### config.mk
export PLATFORM = sky130hd
export DESIGN_NAME = prop_event_queue
export DESIGN_NICKNAME = d
export VERILOG_FILES = /design/src/rtl/props_pkg.sv /design/src/rtl/prop_event_fifo.sv /design/src/rtl/prop_event_queue.sv
export SDC_FILE = /design/constraint.sdc
export NUM_CORES = 1
export LEC_CHECK = 0
export ABC_AREA = 1
export CAP_MARGIN = 20
export CELL_PAD_IN_SITES_DETAIL_PLACEMENT = 0
export CELL_PAD_IN_SITES_GLOBAL_PLACEMENT = 2
export CORE_MARGIN = 4
export CORE_UTILIZATION = 42
export CTS_BUF_LIST = sky130_fd_sc_hd__clkbuf_8
export CTS_CLUSTER_DIAMETER = 150
export DETAILED_ROUTE_END_ITERATION = 8
export HOLD_SLACK_MARGIN = 0.08
export PLACE_DENSITY = 0.86
export REMOVE_ABC_BUFFERS = 1
export SLEW_MARGIN = 10
export SYNTH_ARGS = -nofsm -noshare
export SYNTH_HDL_FRONTEND = slang
export SYNTH_SLANG_ARGS = --single-unit
### constraint.sdc
create_clock -name CLK -period 5.5 [get_ports CLK]
set_input_delay 1.1 -clock CLK [delete_from_list [all_inputs] [get_ports CLK]]
set_output_delay 1.1 -clock CLK [all_outputs]
set_load 0.1 [all_outputs]
### src/rtl/props_pkg.sv
// Shared definitions for the prop event queue.
// Holds the tank count, the Avalon register addresses, the event-type encoding,
// the layout of a queued event word, the ack FSM state encoding and the
// lowest-active-index helper.
package props_pkg;

    localparam int unsigned TANK_NUM = 2;

    localparam logic [11:0] EVENT_REG_ADDR      = 12'd2089;
    localparam logic [11:0] EVT_STATUS_REG_ADDR = 12'd2090;

    typedef enum logic [1:0] {
        EvtNone  = 2'b00,
        EvtCure  = 2'b01,
        EvtSpeed = 2'b10
    } evt_type_e;

    // Software-visible event layout; reserved fields read back as zero.
    typedef struct packed {
        logic       valid;    // [31]
        logic [6:0] rsvd_hi;  // [30:24]
        logic [15:0] ts;      // [23:8]
        logic [3:0] idx;      // [7:4]
        logic [1:0] rsvd_lo;  // [3:2]
        evt_type_e  etype;    // [1:0]
    } event_word_t;

    typedef enum logic [2:0] {
        StIdle      = 3'd0,
        StCureAck   = 3'd1,
        StCureWait  = 3'd2,
        StSpeedAck  = 3'd3,
        StSpeedWait = 3'd4
    } ack_state_e;

    // Index of the lowest set bit; 0 when no bit is set.
    function automatic logic [3:0] lowest_index(input logic [15:0] flags);
        logic [3:0] idx;
        idx = 4'd0;
        for (int i = 15; i >= 0; i--) begin
            if (flags[i]) begin
                idx = 4'(i);
            end
        end
        return idx;
    endfunction

endpackage

### src/rtl/prop_event_fifo.sv
// Event FIFO for the prop event queue.
// Ports:
//   clk_i, rst_ni        clock and synchronous active-low reset
//   push_i, wdata_i      write request and data; accepted when not full or when
//                        a pop happens in the same cycle
//   pop_i                read request; ignored when empty
//   rdata_o              head entry (valid when not empty)
//   full_o, empty_o      occupancy flags
//   count_o              number of stored entries (0..DEPTH)
// DEPTH must be a power of two (>= 2) so the pointers wrap naturally.
module prop_event_fifo #(
    parameter int unsigned DEPTH = 8,
    parameter int unsigned WIDTH = 32,
    localparam int unsigned AW = $clog2(DEPTH),
    localparam int unsigned CW = AW + 1
) (
    input  logic             clk_i,
    input  logic             rst_ni,
    input  logic             push_i,
    input  logic [WIDTH-1:0] wdata_i,
    input  logic             pop_i,
    output logic [WIDTH-1:0] rdata_o,
    output logic             full_o,
    output logic             empty_o,
    output logic [CW-1:0]    count_o
);

    logic [WIDTH-1:0] mem_q [DEPTH];
    logic [AW-1:0]    wr_ptr_q, wr_ptr_d;
    logic [AW-1:0]    rd_ptr_q, rd_ptr_d;
    logic [CW-1:0]    count_q, count_d;
    logic             push_ok, pop_ok;

    assign full_o  = (count_q == CW'(DEPTH));
    assign empty_o = (count_q == '0);
    assign count_o = count_q;
    assign rdata_o = mem_q[rd_ptr_q];

    assign pop_ok  = pop_i && !empty_o;
    // A pop frees the head slot in the same cycle, so a push into a full FIFO still fits.
    assign push_ok = push_i && (!full_o || pop_ok);

    always_comb begin
        wr_ptr_d = wr_ptr_q;
        rd_ptr_d = rd_ptr_q;
        count_d  = count_q;
        if (push_ok) begin
            wr_ptr_d = wr_ptr_q + 1'b1;
        end
        if (pop_ok) begin
            rd_ptr_d = rd_ptr_q + 1'b1;
        end
        if (push_ok && !pop_ok) begin
            count_d = count_q + 1'b1;
        end else if (!push_ok && pop_ok) begin
            count_d = count_q - 1'b1;
        end
    end

    always_ff @(posedge clk_i) begin
        if (!rst_ni) begin
            wr_ptr_q <= '0;
            rd_ptr_q <= '0;
            count_q  <= '0;
        end else begin
            wr_ptr_q <= wr_ptr_d;
            rd_ptr_q <= rd_ptr_d;
            count_q  <= count_d;
        end
    end

    // Storage needs no reset: entries are only visible through count_q.
    always_ff @(posedge clk_i) begin
        if (push_ok) begin
            mem_q[wr_ptr_q] <= wdata_i;
        end
    end

endmodule

### src/rtl/prop_event_queue.sv
// Prop contact acknowledger with timestamped event queue.
// Ports:
//   CLK, Reset          clock and synchronous active-low reset
//   to_cure, to_speed   per-tank prop contact flags
//   AVL_*               Avalon-MM slave: EVENT (2089, read pops) and STATUS (2090)
//   cured, speed_up     one-cycle ack pulses that clear the prop registers
//   irq                 level interrupt: irq_en and (queue non-empty or overflow)
// Each accepted contact is acked with a one-cycle pulse followed by one wait
// cycle, and a 32-bit event word is queued for software.
module prop_event_queue #(
    parameter int unsigned TANK_NUM   = props_pkg::TANK_NUM,
    parameter int unsigned FIFO_DEPTH = 8
) (
    input  logic                CLK,
    input  logic                Reset,
    input  logic [TANK_NUM-1:0] to_cure,
    input  logic [TANK_NUM-1:0] to_speed,
    input  logic                AVL_READ,
    input  logic                AVL_WRITE,
    input  logic [11:0]         AVL_ADDR,
    input  logic [31:0]         AVL_WRITEDATA,
    output logic [31:0]         AVL_READDATA,
    output logic                cured,
    output logic                speed_up,
    output logic                irq
);

    import props_pkg::*;

    localparam int unsigned CW = $clog2(FIFO_DEPTH) + 1;

    logic [15:0] ts_q, ts_d;
    ack_state_e  state_q, state_d;
    logic        cured_q, cured_d;
    logic        speed_q, speed_d;
    logic        ovf_q, ovf_d;
    logic        irq_en_q, irq_en_d;
    logic [31:0] rdata_q, rdata_d;

    event_word_t evt;
    logic        push, pop, drop, fifo_full, fifo_empty;
    logic        rd_event, wr_status;
    logic [31:0] fifo_head, status_word;
    logic [CW-1:0] fifo_count;
    logic        unused_wdata;

    assign unused_wdata = ^{AVL_WRITEDATA[31:17], AVL_WRITEDATA[15:9], AVL_WRITEDATA[7:0]};

    assign rd_event  = AVL_READ && (AVL_ADDR == EVENT_REG_ADDR);
    assign wr_status = AVL_WRITE && (AVL_ADDR == EVT_STATUS_REG_ADDR);
    assign pop       = rd_event && !fifo_empty;
    assign drop      = push && fifo_full && !pop;

    assign status_word = {15'd0, irq_en_q, 7'd0, ovf_q, 4'd0, 4'(fifo_count)};

    // Ack FSM and event word formation.
    always_comb begin
        state_d   = state_q;
        push      = 1'b0;
        evt       = '0;
        evt.valid = 1'b1;
        evt.ts    = ts_q;
        unique case (state_q)
            StIdle: begin
                if (|to_cure) begin
                    state_d   = StCureAck;
                    push      = 1'b1;
                    evt.idx   = lowest_index(16'(to_cure));
                    evt.etype = EvtCure;
                end else if (|to_speed) begin
                    state_d   = StSpeedAck;
                    push      = 1'b1;
                    evt.idx   = lowest_index(16'(to_speed));
                    evt.etype = EvtSpeed;
                end
            end
            StCureAck:   state_d = StCureWait;
            StCureWait:  state_d = StIdle;
            StSpeedAck:  state_d = StSpeedWait;
            StSpeedWait: state_d = StIdle;
            default:     state_d = StIdle;
        endcase
    end

    // Register file and bookkeeping.
    always_comb begin
        ts_d     = ts_q + 16'd1;
        cured_d  = (state_d == StCureAck);
        speed_d  = (state_d == StSpeedAck);
        irq_en_d = wr_status ? AVL_WRITEDATA[16] : irq_en_q;

        // Set beats clear so a drop in the clearing cycle is not lost.
        ovf_d = ovf_q;
        if (wr_status && AVL_WRITEDATA[8]) begin
            ovf_d = 1'b0;
        end
        if (drop) begin
            ovf_d = 1'b1;
        end

        rdata_d = 32'd0;
        if (AVL_READ) begin
            if (AVL_ADDR == EVENT_REG_ADDR) begin
                rdata_d = fifo_empty ? 32'd0 : fifo_head;
            end else if (AVL_ADDR == EVT_STATUS_REG_ADDR) begin
                rdata_d = status_word;
            end
        end
    end

    always_ff @(posedge CLK) begin
        if (!Reset) begin
            ts_q     <= 16'd0;
            state_q  <= StIdle;
            cured_q  <= 1'b0;
            speed_q  <= 1'b0;
            ovf_q    <= 1'b0;
            irq_en_q <= 1'b0;
            rdata_q  <= 32'd0;
        end else begin
            ts_q     <= ts_d;
            state_q  <= state_d;
            cured_q  <= cured_d;
            speed_q  <= speed_d;
            ovf_q    <= ovf_d;
            irq_en_q <= irq_en_d;
            rdata_q  <= rdata_d;
        end
    end

    prop_event_fifo #(
        .DEPTH(FIFO_DEPTH),
        .WIDTH(32)
    ) u_fifo (
        .clk_i  (CLK),
        .rst_ni (Reset),
        .push_i (push),
        .wdata_i(evt),
        .pop_i  (pop),
        .rdata_o(fifo_head),
        .full_o (fifo_full),
        .empty_o(fifo_empty),
        .count_o(fifo_count)
    );

    assign AVL_READDATA = rdata_q;
    assign cured        = cured_q;
    assign speed_up     = speed_q;
    assign irq          = irq_en_q && ((fifo_count != '0) || ovf_q);

endmodule

==> results of run 1 <==
[state kept, by name (all words and copies together) (netlist names), named ones only]
| signal | flops |
|---|---|
| AVL_READDATA | 22 |
| state_q | 3 |
| cured | 1 |
| ovf_q | 1 |
| u_fifo.count_o | 4 |
| speed_up | 1 |
| ts_q | 16 |
| u_fifo.rd_ptr_q | 3 |
| u_fifo.wr_ptr_q | 3 |
| u_fifo.mem_q | 152 |
| irq_en_q | 1 |
[layer usage]
layer / vias to the layer above / global-route usage, % / wire [um]
met2: 104 / 27.8 / 8900
met5: - / 0 / 0
met3: 19 / 3.22 / 758
met1: 2704 / 20.8 / 7910
met4: 0 / 5.13 / 227
li1: 2628 / - / -
[cell type report]
class / count / share of cell area (%)
clock buffer: 41 / 5.87
clock inverter: 25 / 1.07
inverter: 42 / 1.65
multi-input combinational: 430 / 22.5
sequential: 210 / 59.6
tap: 260 / 3.38
timing repair buffer: 61 / 5.93
[placed cells by master (no fill, tap or decap), types with 2 or more instances in the layout]
master / n
ha_1: 6
edfxtp_1: 152
nor2_1: 117
nand3b_1: 2
a21oi_2: 10
o22ai_1: 30
clkinv_1: 10
xor2_1: 6
nor3_1: 11
o21ai_1: 2
clkdlybuf4s50_1: 46
buf_4: 14
inv_2: 2
conb_1: 10
nand2_1: 74
nor4_1: 3
dfxtp_1: 57
nand3_1: 12
nor3_2: 5
clkbuf_8: 41
clkinvlp_4: 2
o211ai_1: 6
nor2_2: 7
a21oi_1: 23
inv_1: 51
clkinv_2: 2
o21ai_0: 94
[worst max-delay path by stage]
stage | to | from
floorplan | u_fifo.mem_q[4][0] | AVL_ADDR[11]
global placement | u_fifo.count_o[3] | AVL_ADDR[11]
detailed placement | u_fifo.count_o[3] | AVL_ADDR[11]
CTS | irq | u_fifo.count_o[0]
global route | irq | u_fifo.count_o[0]
finish | irq | u_fifo.count_o[0]
[power by group]
part / leakage, nW / internal [mW] / total [mW] / switching [mW]
combinational: 1.16 / 0.123 / 0.393 / 0.270
clock: 0.390 / 0.680 / 1.27 / 0.589
sequential: 1.87 / 1.84 / 1.90 / 0.0567
[cell families after synthesis]
logic type	count (synthesis)	share of synthesized area [%]
xor+xnor	7	0.746
compound gates	168	11.4
buf+inv	83	4.72
flops	210	69.7
simple gates	238	12.2
fa+ha+maj	7	1.16
other cells	1	0.0456
[worst max-delay path, stage by stage, from the launching register on]
cell and delay (ps):
dfxtp_1 480, nor2_1 80, nand3_1 190, o21ai_0 110, inv_1 60, clkdlybuf4s50_1 1120
==> results by group, run 1 <==
STA
  • Setup violations, final: 0
  • Period utilization: about two thirds
  • Worst hold slack: 437 ps
  • Layout Skew: 13.2 ps
  • Fin. Hold Viols: 0
  • Worst Slack Setup Final: 1860 ps
  • Max Clk Rate: approximately 270 MHz
  • Setup_tns: 0 ps
  • Slew margin rel.: between 30 and 40%
  • Worst slew pin tran: roughly 1000 ps
  • Min Clock Period, post-route: around 3600 ps
  • Pins Over Slew Limit: 0
  • RSZ-0062 raised after global routing: no

Finish
  • Share of cells above drive strength 1: around 11%
  • FF+latch area: approximately 5700 sq um
  • Filler instances: roughly 1,700
  • Layout area overhead: 17.0%
  • Final Util: between 50% and 60%
  • Nets: 840
  • Final Non-Filler Cells: ~1,100
  • Final instance area: ~9600 sq um
  • ANT cells: 0
  • Area of the multi-input gates: approximately 2200 sq um

Route
  • Vias per cell: just over 5
  • Post-Route WL: 17.8 mm
  • Vias post-DR: roughly 5,500
  • Detailed Routing Iterations Pass 1: 4
  • WL/cell: between 15 and 20 um
  • DRT iter0 DRCs: around 340
  • Post-route antenna net violation count: 0
  • Residual DRC count: 0

GRT
  • Total global routing overflow: 0
  • First-pass GRT wire length: roughly 28 mm
  • Largest net degree at the start of global routing: 77
  • Initial antenna violation count: 0
  • Total Routing Usage GR: around 16%
  • Number of global-route vias before repair: 5,284

Yosys
  • Largest cells by area after synthesis: edfxtp_1 (56%), dfxtp_1 (14%), o21ai_0 (5.7%)
  • Sequential fraction of the synthesis area: roughly 70%
  • Unique cell type count in the Yosys netlist: 39
  • Post-synth top cells: edfxtp_1 (152), nor2_1 (121), o21ai_0 (94)
  • Main synth FF type: edfxtp_1
  • Mean post-synth cell area: between 10 and 15 sq um
  • Top-count cell post-synth: edfxtp_1
  • Synthesized flop and latch total: 210
  • Post-synth EDFFs: ~150
  • Mapped cell area: slightly above 8000 sq um
  • Cells after Synth: 714
  • Share of the synthesized area in the top cell type: 55.6%
  • Synthesis Warnings: 0
  • Top cell type by total area after synthesis: edfxtp_1
  • Post-synth ARST share: 0%

Clocking
  • Post-CTS setup buffers: 0
  • Clk Latency, worst-skew pair: a little over 500 ps
  • Clock slew at reported path FFs: about 60 ps
  • CTS tree: yes
  • Post-cts sizing count: 0
  • Num Clock Sinks: 210
  • H-Tree Depth: 2
  • CTS Buffer Depth: 3
  • Root Driver: clkbuf_8
  • CTS buffer count: 36
  • # hold bufs at CTS: 0

Power
  • Leak: 3.43 nW
  • PwrDens: 370 nW/um^2
  • Worst IR Drop VDD: between 0.15 and 0.2 mV
  • Final Total Pwr: 3.56 mW

Die
  • Cell Rows: 50
  • Boundary Pins: 87
  • Core Region: 19,000 sq um
  • Starting density of the core: roughly 43%
  • Die area: 21,900 sq um
  • Die Span Y: about 150 um
  • Die extent in x: about 150 um

Placed design
  • HPWL after detailed placement: about 9.8 mm
  • Post-DP Area: roughly 8900 sq um
  • Dpl ws: between 1500 and 2000 ps
  • Port Buffers: between 40 and 50
  • GP Congestion: 0.749
  • Placed insts: around 1,000

Worst hold path
  • Hold_sp: state_q[2]
  • Hold Path End: state_q[2]
  • Min-Delay Path Class: flip-flop to flip-flop
  • Hold depth: 1

Setup path
  • R2R depth: 15
  • WS Path Type: flip-flop to primary output
  • R2r startpoint: u_fifo.count_o[3]
  • Worst-path fanout max: 6
  • Worst Path Arrival: around 2500 ps
  • Data required, critical path: about 4400 ps
  • Worst setup EP type: primary output
  • Reg-to-reg slack, setup: between 3000 and 4000 ps
  • R2R Path End: u_fifo.count_o[3]
  • CP Launch Type: flip-flop

Outcome
  • Status: complete, no violations

Job
  • Max-cap violations: 0
No activity file was read; power rests on OpenSTA's default activity.
==> run 2: changes to the inputs <==
--- a/config.mk
+++ b/config.mk
@@ -10,12 +10,12 @@
 export CELL_PAD_IN_SITES_DETAIL_PLACEMENT = 0
 export CELL_PAD_IN_SITES_GLOBAL_PLACEMENT = 2
 export CORE_MARGIN = 4
-export CORE_UTILIZATION = 42
+export CORE_UTILIZATION = 39
 export CTS_BUF_LIST = sky130_fd_sc_hd__clkbuf_8
 export CTS_CLUSTER_DIAMETER = 150
 export DETAILED_ROUTE_END_ITERATION = 8
 export HOLD_SLACK_MARGIN = 0.08
-export PLACE_DENSITY = 0.86
+export PLACE_DENSITY = 0.8
 export REMOVE_ABC_BUFFERS = 1
 export SLEW_MARGIN = 10
 export SYNTH_ARGS = -nofsm -noshare
==> constraint.sdc (replaced) <==
create_clock -name CLK -period 3.7 [get_ports CLK]
set_input_delay 0.74 -clock CLK [delete_from_list [all_inputs] [get_ports CLK]]
set_output_delay 0.74 -clock CLK [all_outputs]
set_load 0.1 [all_outputs]
==> results by group, run 2 (synthesis results as in run 1) <==
Die
  • Die Span Y: 153 um
  • Starting density of the core: between 40% and 50%
  • Die extent in x: between 150 and 200 um
  • Die area: 23,500 sq um
  • Boundary Pins: 87
  • Core Region: 20,500 sq um
  • Cell Rows: 52

Route
  • DRT iter0 DRCs: 255
  • Residual DRC count: 0
  • Post-route antenna net violation count: 0
  • WL/cell: around 17 um
  • Vias post-DR: about 5,500
  • Post-Route WL: roughly 19 mm
  • Detailed Routing Iterations Pass 1: 5
  • Vias per cell: a little over 5

Worst hold path
  • Hold_sp: state_q[2]
  • Min-Delay Path Class: flip-flop to flip-flop

Power
  • Leak: 3.44 nW
  • PwrDens: about 550 nW/um^2
  • Worst IR Drop VDD: about 0.28 mV

Clocking
  • # hold bufs at CTS: 0
  • Num Clock Sinks: between 200 and 250
  • Clock slew at reported path FFs: about 60 ps
  • H-Tree Depth: 2
  • Root Driver: clkbuf_8
  • CTS buffer count: 36
  • CTS Buffer Depth: 3
  • Post-CTS setup buffers: 0
  • Clk Latency, worst-skew pair: 520 ps
  • CTS tree: yes
  • Post-cts sizing count: 0

Finish
  • Top reg by flops: u_fifo.mem_q
  • Nets: between 800 and 900
  • Filler instances: between 1,500 and 2,000
  • Final Util: a little under half
  • Max reg flops: around 150
  • Final instance area: between 9000 and 10,000 sq um
  • Highest-count cells in the layout ignoring fill and taps: edfxtp_1 (152), nor2_1 (117), o21ai_0 (94)
  • Share of cells above drive strength 1: between 10% and 20%
  • Area of the multi-input gates: around 2200 sq um
  • FF+latch area: roughly 5700 sq um
  • Most common cell after layout, fill and taps aside: edfxtp_1
  • Layout area overhead: 17.2%
  • ANT cells: 0

STA
  • Max Clk Rate: 345 MHz
  • RSZ-0062 raised after global routing: no
  • Slew margin rel.: between 20 and 30%
  • Period utilization: 78.4%
  • Pins Over Slew Limit: 0
  • Worst slew pin tran: 1060 ps
  • Worst hold slack: roughly 440 ps
  • Fin. Hold Viols: 0
  • Min Clock Period, post-route: approximately 2900 ps
  • Setup_tns: 0 ps
  • Layout Skew: around 24 ps
  • Setup violations, final: 0

Setup path
  • Worst setup EP type: flip-flop
  • Data required, critical path: between 4000 and 5000 ps
  • Reg-to-reg slack, setup: about 1200 ps
  • Worst Path Arrival: approximately 3300 ps
  • Crit path from: AVL_ADDR[11]
  • CP Launch Type: input pin
  • R2r startpoint: u_fifo.count_o[3]
  • WS Path Type: input pin to flip-flop
  • Worst-path fanout max: 6

GRT
  • Initial antenna violation count: 0
  • Largest net degree at the start of global routing: 77
  • Total Routing Usage GR: 16.1%
  • Total global routing overflow: 0
  • First-pass GRT wire length: between 20 and 30 mm
  • Number of global-route vias before repair: roughly 5,500

Outcome
  • Status: complete, no violations

Placed design
  • HPWL after detailed placement: ~11 mm
  • Post-DP Area: 8970 sq um
  • Port Buffers: 46
  • GP Congestion: 0.719

Job
  • Max-cap violations: 0
-- run 2: cell count changes in the layout (fill, tap and decap cells not counted) --
cell / delta
clkbuf_2: -1
bufinv_16: +1
clkinv_2: +1
buf_4: +3
clkinvlp_4: -2
inv_1: +2
clkinv_1: -2
clkdlybuf4s50_1: -1
clkbuf_8: -2
-- run 2: cell type report --
cell class	instances	share of cell area [%]
timing repair buffer	62	6.00
clock buffer	39	5.58
tap	270	3.51
clock inverter	25	1.27
multi-input combinational	430	22.5
sequential	210	59.5
inverter	42	1.65
-- run 2: metrics by stage --
stage | instances | setup WS (ps) | power [mW]
final | 1078 | 800 | 5.32
after global routing | 1078 | 482 | 5.59
after CTS | 1078 | 797 | 5.39
after detailed placement | 1014 | 256 | 3.47
after global placement | 1014 | 336 | 3.44
after floorplan | 682 | 518 | 3.25
-- run 2: critical path, stage by stage --
cell             delay (ps)
clkdlybuf4s50_1         460
inv_1                    40
nor2_1                   70
nand2_1                  80
nor2_4                  190
nand3_1                  90
nand2_1                 160
nand2_2                 160
inv_2                   110
ha_1                    190
inv_1                   100
ha_1                    280
nand2_1                  60
inv_1                    30
o21ai_0                 220
a21o_1                  150
nand2_1                  50
nand2_1                  50
a21oi_1                  50
-- run 2: worst paths after layout --
| check | cells past startpoint | to |
|---|---|---|
| min | 1 | state_q[2] |
| max reg2reg | 15 | u_fifo.count_o[3] |
| max | 19 | u_fifo.count_o[3] |
| min reg2reg | 1 | state_q[2] |
-- run 2: report_power, final --
part / switching [mW] / internal [mW] / leakage [nW]
Combinational: 0.413 / 0.180 / 1.17
Clock: 0.873 / 1.03 / 0.401
Sequential: 0.0862 / 2.73 / 1.87
-- run 2: layer usage --
layer	vias up	GRT usage, %	routed length, um
li1	2635	-	-
met1	2650	21.4	8220
met2	152	26.4	9160
met3	36	2.71	977
met4	0	6.28	482
met5	-	0	0
